$ cat config.mk
export PLATFORM = sky130hd
export DESIGN_NAME = uartrx
export DESIGN_NICKNAME = d
export VERILOG_FILES = /design/src/rtl/uartrx_sync2.sv /design/src/rtl/uartrx.sv
export SDC_FILE = /design/constraint.sdc
export NUM_CORES = 1
export LEC_CHECK = 0
export CORE_MARGIN = 2
export CORE_UTILIZATION = 40
export CTS_BUF_LIST = sky130_fd_sc_hd__clkbuf_2 sky130_fd_sc_hd__clkbuf_4 sky130_fd_sc_hd__clkbuf_8
export DETAILED_ROUTE_END_ITERATION = 7
export GPL_TIMING_DRIVEN = 0
export SYNTH_ARGS = -nofsm -noshare
export SYNTH_HDL_FRONTEND = slang
export SYNTH_HIERARCHICAL = 1
export SYNTH_SLANG_ARGS = --single-unit
$ cat constraint.sdc
create_clock -name clk -period 3.1 [get_ports clk]
set_input_delay 0.62 -clock clk [delete_from_list [all_inputs] [get_ports clk]]
set_output_delay 0.62 -clock clk [all_outputs]
set_load 0.02 [all_outputs]
$ cat src/rtl/uartrx_sync2.sv
// Two-flop synchronizer for an asynchronous single-bit input.
// Both stages reset high so an idle-high line shows no edge out of reset.
module sync2 (
    input  logic clk,
    input  logic nrst,
    input  logic d,
    output logic q
);

    logic s1_q;
    logic s2_q;

    always_ff @(posedge clk or negedge nrst) begin
        if (!nrst) begin
            s1_q <= 1'b1;
            s2_q <= 1'b1;
        end else begin
            s1_q <= d;
            s2_q <= s1_q;
        end
    end

    assign q = s2_q;

endmodule

$ cat src/rtl/uartrx.sv
// 8N1 UART receiver: synchronized line, edge-started frame timing,
// level-valid/ack byte handoff with sticky overrun and framing-error pulse.
module uartrx #(
    parameter int Baud      = 10_000_000,
    parameter int ClockRate = 50_000_000
) (
    input  logic       clk,
    input  logic       nrst,
    input  logic       rx,
    output logic [7:0] rx_data,
    output logic       rx_valid,
    input  logic       rx_ack,
    output logic       rx_overrun,
    output logic       rx_frame_err
);

    localparam int Divider = ClockRate / Baud;
    localparam int H       = Divider / 2;
    localparam int TW      = $clog2(Divider + 1);

    localparam logic [TW-1:0] BitLoad  = TW'(Divider - 1);
    localparam logic [TW-1:0] HalfLoad = TW'(H - 1);

    typedef enum logic [1:0] {
        IDLE,
        START,
        DATA,
        STOP
    } state_e;

    generate
        if (Divider < 4) begin : g_div_chk
            $error("uartrx: Divider must be >= 4");
        end
    endgenerate

    logic          rx_sync;
    logic          prev_q,    prev_d;
    state_e        state_q,   state_d;
    logic [TW-1:0] timer_q,   timer_d;
    logic [2:0]    idx_q,     idx_d;
    logic [7:0]    shift_q,   shift_d;
    logic [7:0]    data_q,    data_d;
    logic          valid_q,   valid_d;
    logic          ovr_q,     ovr_d;
    logic          ferr_q,    ferr_d;
    logic          tick;

    sync2 u_sync (
        .clk  (clk),
        .nrst (nrst),
        .d    (rx),
        .q    (rx_sync)
    );

    always_ff @(posedge clk or negedge nrst) begin
        if (!nrst) begin
            prev_q  <= 1'b1;
            state_q <= IDLE;
            timer_q <= '0;
            idx_q   <= '0;
            shift_q <= '0;
            data_q  <= '0;
            valid_q <= 1'b0;
            ovr_q   <= 1'b0;
            ferr_q  <= 1'b0;
        end else begin
            prev_q  <= prev_d;
            state_q <= state_d;
            timer_q <= timer_d;
            idx_q   <= idx_d;
            shift_q <= shift_d;
            data_q  <= data_d;
            valid_q <= valid_d;
            ovr_q   <= ovr_d;
            ferr_q  <= ferr_d;
        end
    end

    assign tick = (timer_q == '0);

    always_comb begin
        prev_d  = rx_sync;
        state_d = state_q;
        timer_d = timer_q;
        idx_d   = idx_q;
        shift_d = shift_q;
        data_d  = data_q;
        valid_d = valid_q;
        ovr_d   = ovr_q;
        ferr_d  = 1'b0;

        if (rx_ack) begin
            valid_d = 1'b0;
            ovr_d   = 1'b0;
        end

        unique case (state_q)
            IDLE: begin
                if (!rx_sync && prev_q) begin
                    state_d = START;
                    timer_d = HalfLoad;
                end
            end
            START: begin
                if (!tick) begin
                    timer_d = timer_q - TW'(1);
                end else if (rx_sync) begin
                    state_d = IDLE;
                end else begin
                    state_d = DATA;
                    idx_d   = 3'd0;
                    timer_d = BitLoad;
                end
            end
            DATA: begin
                if (!tick) begin
                    timer_d = timer_q - TW'(1);
                end else begin
                    shift_d = {rx_sync, shift_q[7:1]};
                    timer_d = BitLoad;
                    if (idx_q == 3'd7) begin
                        state_d = STOP;
                    end else begin
                        idx_d = idx_q + 3'd1;
                    end
                end
            end
            STOP: begin
                if (!tick) begin
                    timer_d = timer_q - TW'(1);
                end else begin
                    state_d = IDLE;
                    // a fresh byte beats a same-cycle ack
                    if (rx_sync) begin
                        data_d  = shift_q;
                        valid_d = 1'b1;
                        ovr_d   = ovr_d | (valid_q & ~rx_ack);
                    end else begin
                        ferr_d = 1'b1;
                    end
                end
            end
            default: state_d = IDLE;
        endcase
    end

    assign rx_data      = data_q;
    assign rx_valid     = valid_q;
    assign rx_overrun   = ovr_q;
    assign rx_frame_err = ferr_q;

endmodule

==> results.py <==
metrics = {
    "place": {
        "hpwl_um": 1670,
        "gp_congestion": 0.712,
        "portBuffers": 14,
    },
    "drt": {
        "drtIter0Drc": 20,
        "firstDrtPassIters": 4,
        "wirelength_um": 2370,
        "viasPerCell": 5.15,
        "vias": 916,
        "wl_per_cell_um": 13.3,
        "drc": 0,
        "ant_nets": 0,
    },
    "finish": {
        "drive_gt1_share_pct": 25.0,
        "fill_cells": 330,
        "area_growth_pct": 18.5,
        "diodes": 0,
        "final_nets": 145,
    },
    "clock_tree": {
        "cts_root_buf": "clkbuf_4",
        "htreeDepth": 2,
        "numCtsBuffers": 5,
        "clock_path_buffers": 2,
        "cts-resized-gates": 0,
        "post_cts_buffers": 0,
        "cts.hold.buffers_added": 0,
        "clkTransAtPathRegs_ns": 0.10,
        "insertion_delay_ns": 0.33,
        "clock_sinks": 30,
        "cts_tree": "built",
    },
    "synth": {
        "synth_seq_cells": 30,
        "syn-instance-count": 110,
        "ys_types": 31,
        "synth_top_area_share_pct": 48.8,
        "yosysTopAreaCell": "dfrtp_1",
        "yosys_warnings": 6,
        "async_reset_ff_share_pct": 100,
        "yosysSeqAreaShare_pct": 54.5,
        "syn_area_per_cell_um2": 12.6,
        "ys.flop_type": "dfrtp_1",
        "synth_most_common_cell": "dfrtp_1",
        "synth_edf_count": 0,
        "synth_area_leaders": "dfrtp_1, mux2_2, ha_1, dfstp_2, o21ai_0",
        "synthTopCellsByCount": "dfrtp_1, mux2_2, ha_1",
        "synth_area_mm2": 0.00139,
        "synth_nets": 124,
    },
    "sta": {
        "worst_pin_slew_ns": 0.653,
        "slew_violations": 0,
        "grt_setup_unrepaired": "false",
        "setup_tns_ns": 0,
        "fin_crit_ns": 2.30,
        "clock_skew_ns": 0.00429,
        "hold_ws_ns": 0.312,
        "hold_viol_final": 0,
        "setup_viol": 0,
        "fmax_mhz": 434,
        "relSlewSlack_pct": 56.5,
        "min_period_over_period_pct": 74.3,
    },
    "pwr": {
        "p_sw_share_pct": 36.7,
        "pwr-share-seq_pct": 41.3,
        "p_leak_nw": 0.804,
        "power_density_mw_per_mm2": 778,
        "switchingPower_mw": 0.469,
        "power.internal_mw": 0.808,
        "max-vdd-ir-drop_v": 0.000394,
        "clkPwrFrac_pct": 19.4,
        "p_comb_share_pct": 39.3,
    },
    "global_route": {
        "overflow": 0,
        "grt_max_degree": 31,
        "grtUsageTotal_pct": 14.2,
        "antenna_found_initial": 0,
        "grt_pass1_wl_um": 4330,
        "first_global_vias": 976,
    },
    "critical_path": {
        "worst_setup_path_end_kind": "flip-flop",
        "critPathLaunchType": "flip-flop",
        "critical_path.max_stage_delay_ns": 0.53,
        "crit_required_ns": 3.32,
        "cp_max_fo": 8,
        "arrival_ns": 2.53,
        "crit_chain": "inv_1 -> ha_1 -> buf_6 -> or3_1 -> a222oi_1 -> a21oi_1 -> a41o_1",
        "path_class": "reg2reg",
        "slowest_stage": "a222oi_1",
    },
    "job": {
        "max_cap_viol_count": 0,
    },
    "die": {
        "core_area_mm2": 0.00334,
        "design.portCount": 15,
        "die-area_mm2": 0.00395,
        "rows": 21,
        "die_h_um": 62.8,
        "initial_core_util_pct": 41.5,
        "die_w_um": 62.8,
    },
    "outcome": {
        "status": "finished clean",
    },
    "worst_hold_path": {
        "holdCritPathClass": "in2async",
    },
}
[flip-flops by register name, indices dropped and copies added, names as in the netlist, 3 cells and up, named ones only]
name,count
timer_q,3
idx_q,3
rx_data,8
shift_q,8
[cell type report]
cell class | instances | area, um^2 | share of cell area (%)
flip-flops and latches | 30 | 754 | 46.0
plain buffers | 4 | 23.8 | 1.45
multi-input cells | 69 | 581 | 35.4
repair buffers | 14 | 135 | 8.23
well taps | 46 | 57.6 | 3.51
inverters | 7 | 26.3 | 1.60
clock inverters | 2 | 12.5 | 0.762
clock buffers | 6 | 51.3 | 3.13
[path summary, 6_finish.rpt]
check / from / slack, ns / end / cells after the start
max reg2reg: state_q[0]$_DFFE_PN0P_ / 0.80 / flip-flop / 7
min in group clk: u_sync/s1_q$_DFF_PN1_ / 0.36 / u_sync/q$_DFF_PN1_ / 0
max: state_q[0]$_DFFE_PN0P_ / 0.80 / flip-flop / 7
min reg2reg: u_sync/s1_q$_DFF_PN1_ / 0.36 / u_sync/q$_DFF_PN1_ / 0
min: nrst / 0.31 / rx_data[5]$_DFFE_PN0P_ / 1
max in group asynchronous: nrst / 2.37 / timer_q[1]$_DFFE_PN0P_ / 1
[per-layer routing]
| metal | global-route usage, % | vias to the layer above | share of wire (%) | routed length (um) |
|---|---|---|---|---|
| li1 | - | 436 | - | - |
| met1 | 17.9 | 462 | 48 | 1150 |
| met5 | 0 | - | 0 | 0 |
| met4 | 5.00 | 0 | 0.55 | 13 |
| met3 | 6.13 | 2 | 4.2 | 100 |
| met2 | 21.9 | 16 | 47 | 1110 |
[cells in the final DEF, fill, tap and decap left out]
cell / n
and3_1: 1
a31o_2: 2
a22oi_1: 1
clkbuf_8: 1
inv_1: 7
nor2_1: 2
a41oi_1: 1
clkinvlp_4: 1
nand2_1: 4
or3_1: 1
and2_1: 2
a21oi_1: 5
ha_1: 10
a22o_1: 3
nor3_1: 1
mux2i_1: 1
nor4_1: 1
o21ai_0: 6
nand3_1: 2
a222oi_1: 1
buf_2: 2
o31ai_1: 1
dfstp_2: 3
a21o_1: 1
a41o_1: 1
clkbuf_1: 2
nor2b_1: 1
mux2_2: 17
o21bai_1: 1
clkdlybuf4s50_1: 13
dfrtp_1: 27
clkinv_2: 1
a211o_1: 1
clkbuf_4: 5
nand2b_1: 2
buf_6: 1
[power groups by stage]
| stage | sequential [mW] | combinational (mW) | clock (mW) |
|---|---|---|---|
| after floorplan | 0.536 | 0.363 | 0 |
| after global placement | 0.530 | 0.476 | 0 |
| after detailed placement | 0.535 | 0.508 | 0 |
| after CTS | 0.527 | 0.509 | 0.259 |
| after global routing | 0.540 | 0.570 | 0.283 |
| final | 0.527 | 0.502 | 0.248 |
[through the flow]
stage	setup WS, ns	power, mW	area [um^2]	std cells	util [%]
detailed placement	0.807	1.04	1580	170	47.4
floorplan	1.07	0.900	1390	110	-
CTS	0.786	1.30	1650	178	49.3
finish	0.796	1.28	1640	178	49.2
global placement	0.895	1.01	1580	170	47.4
global route	0.603	1.39	1640	178	49.2
[worst max-delay path: cells and delay by family (launching register included)]
family / cells / cell delay [ns]
compound gates: 3 / 0.90
fa+ha+maj: 1 / 0.22
buf+inv: 2 / 0.26
flops: 1 / 0.46
simple gates: 1 / 0.36
[kinds of logic (layout without fill, tap and decap cells)]
logic type,Yosys count,count (layout),synth area share [%]
DFF,30,30,54.5
AOI/OAI and AO/OA,24,24,12.0
muxes,18,18,14.5
and+or+nand+nor,17,17,6.32
buffers and inverters,11,33,3.61
adders and majority gates,10,10,9.03
No activity file was read; power rests on OpenSTA's default activity.
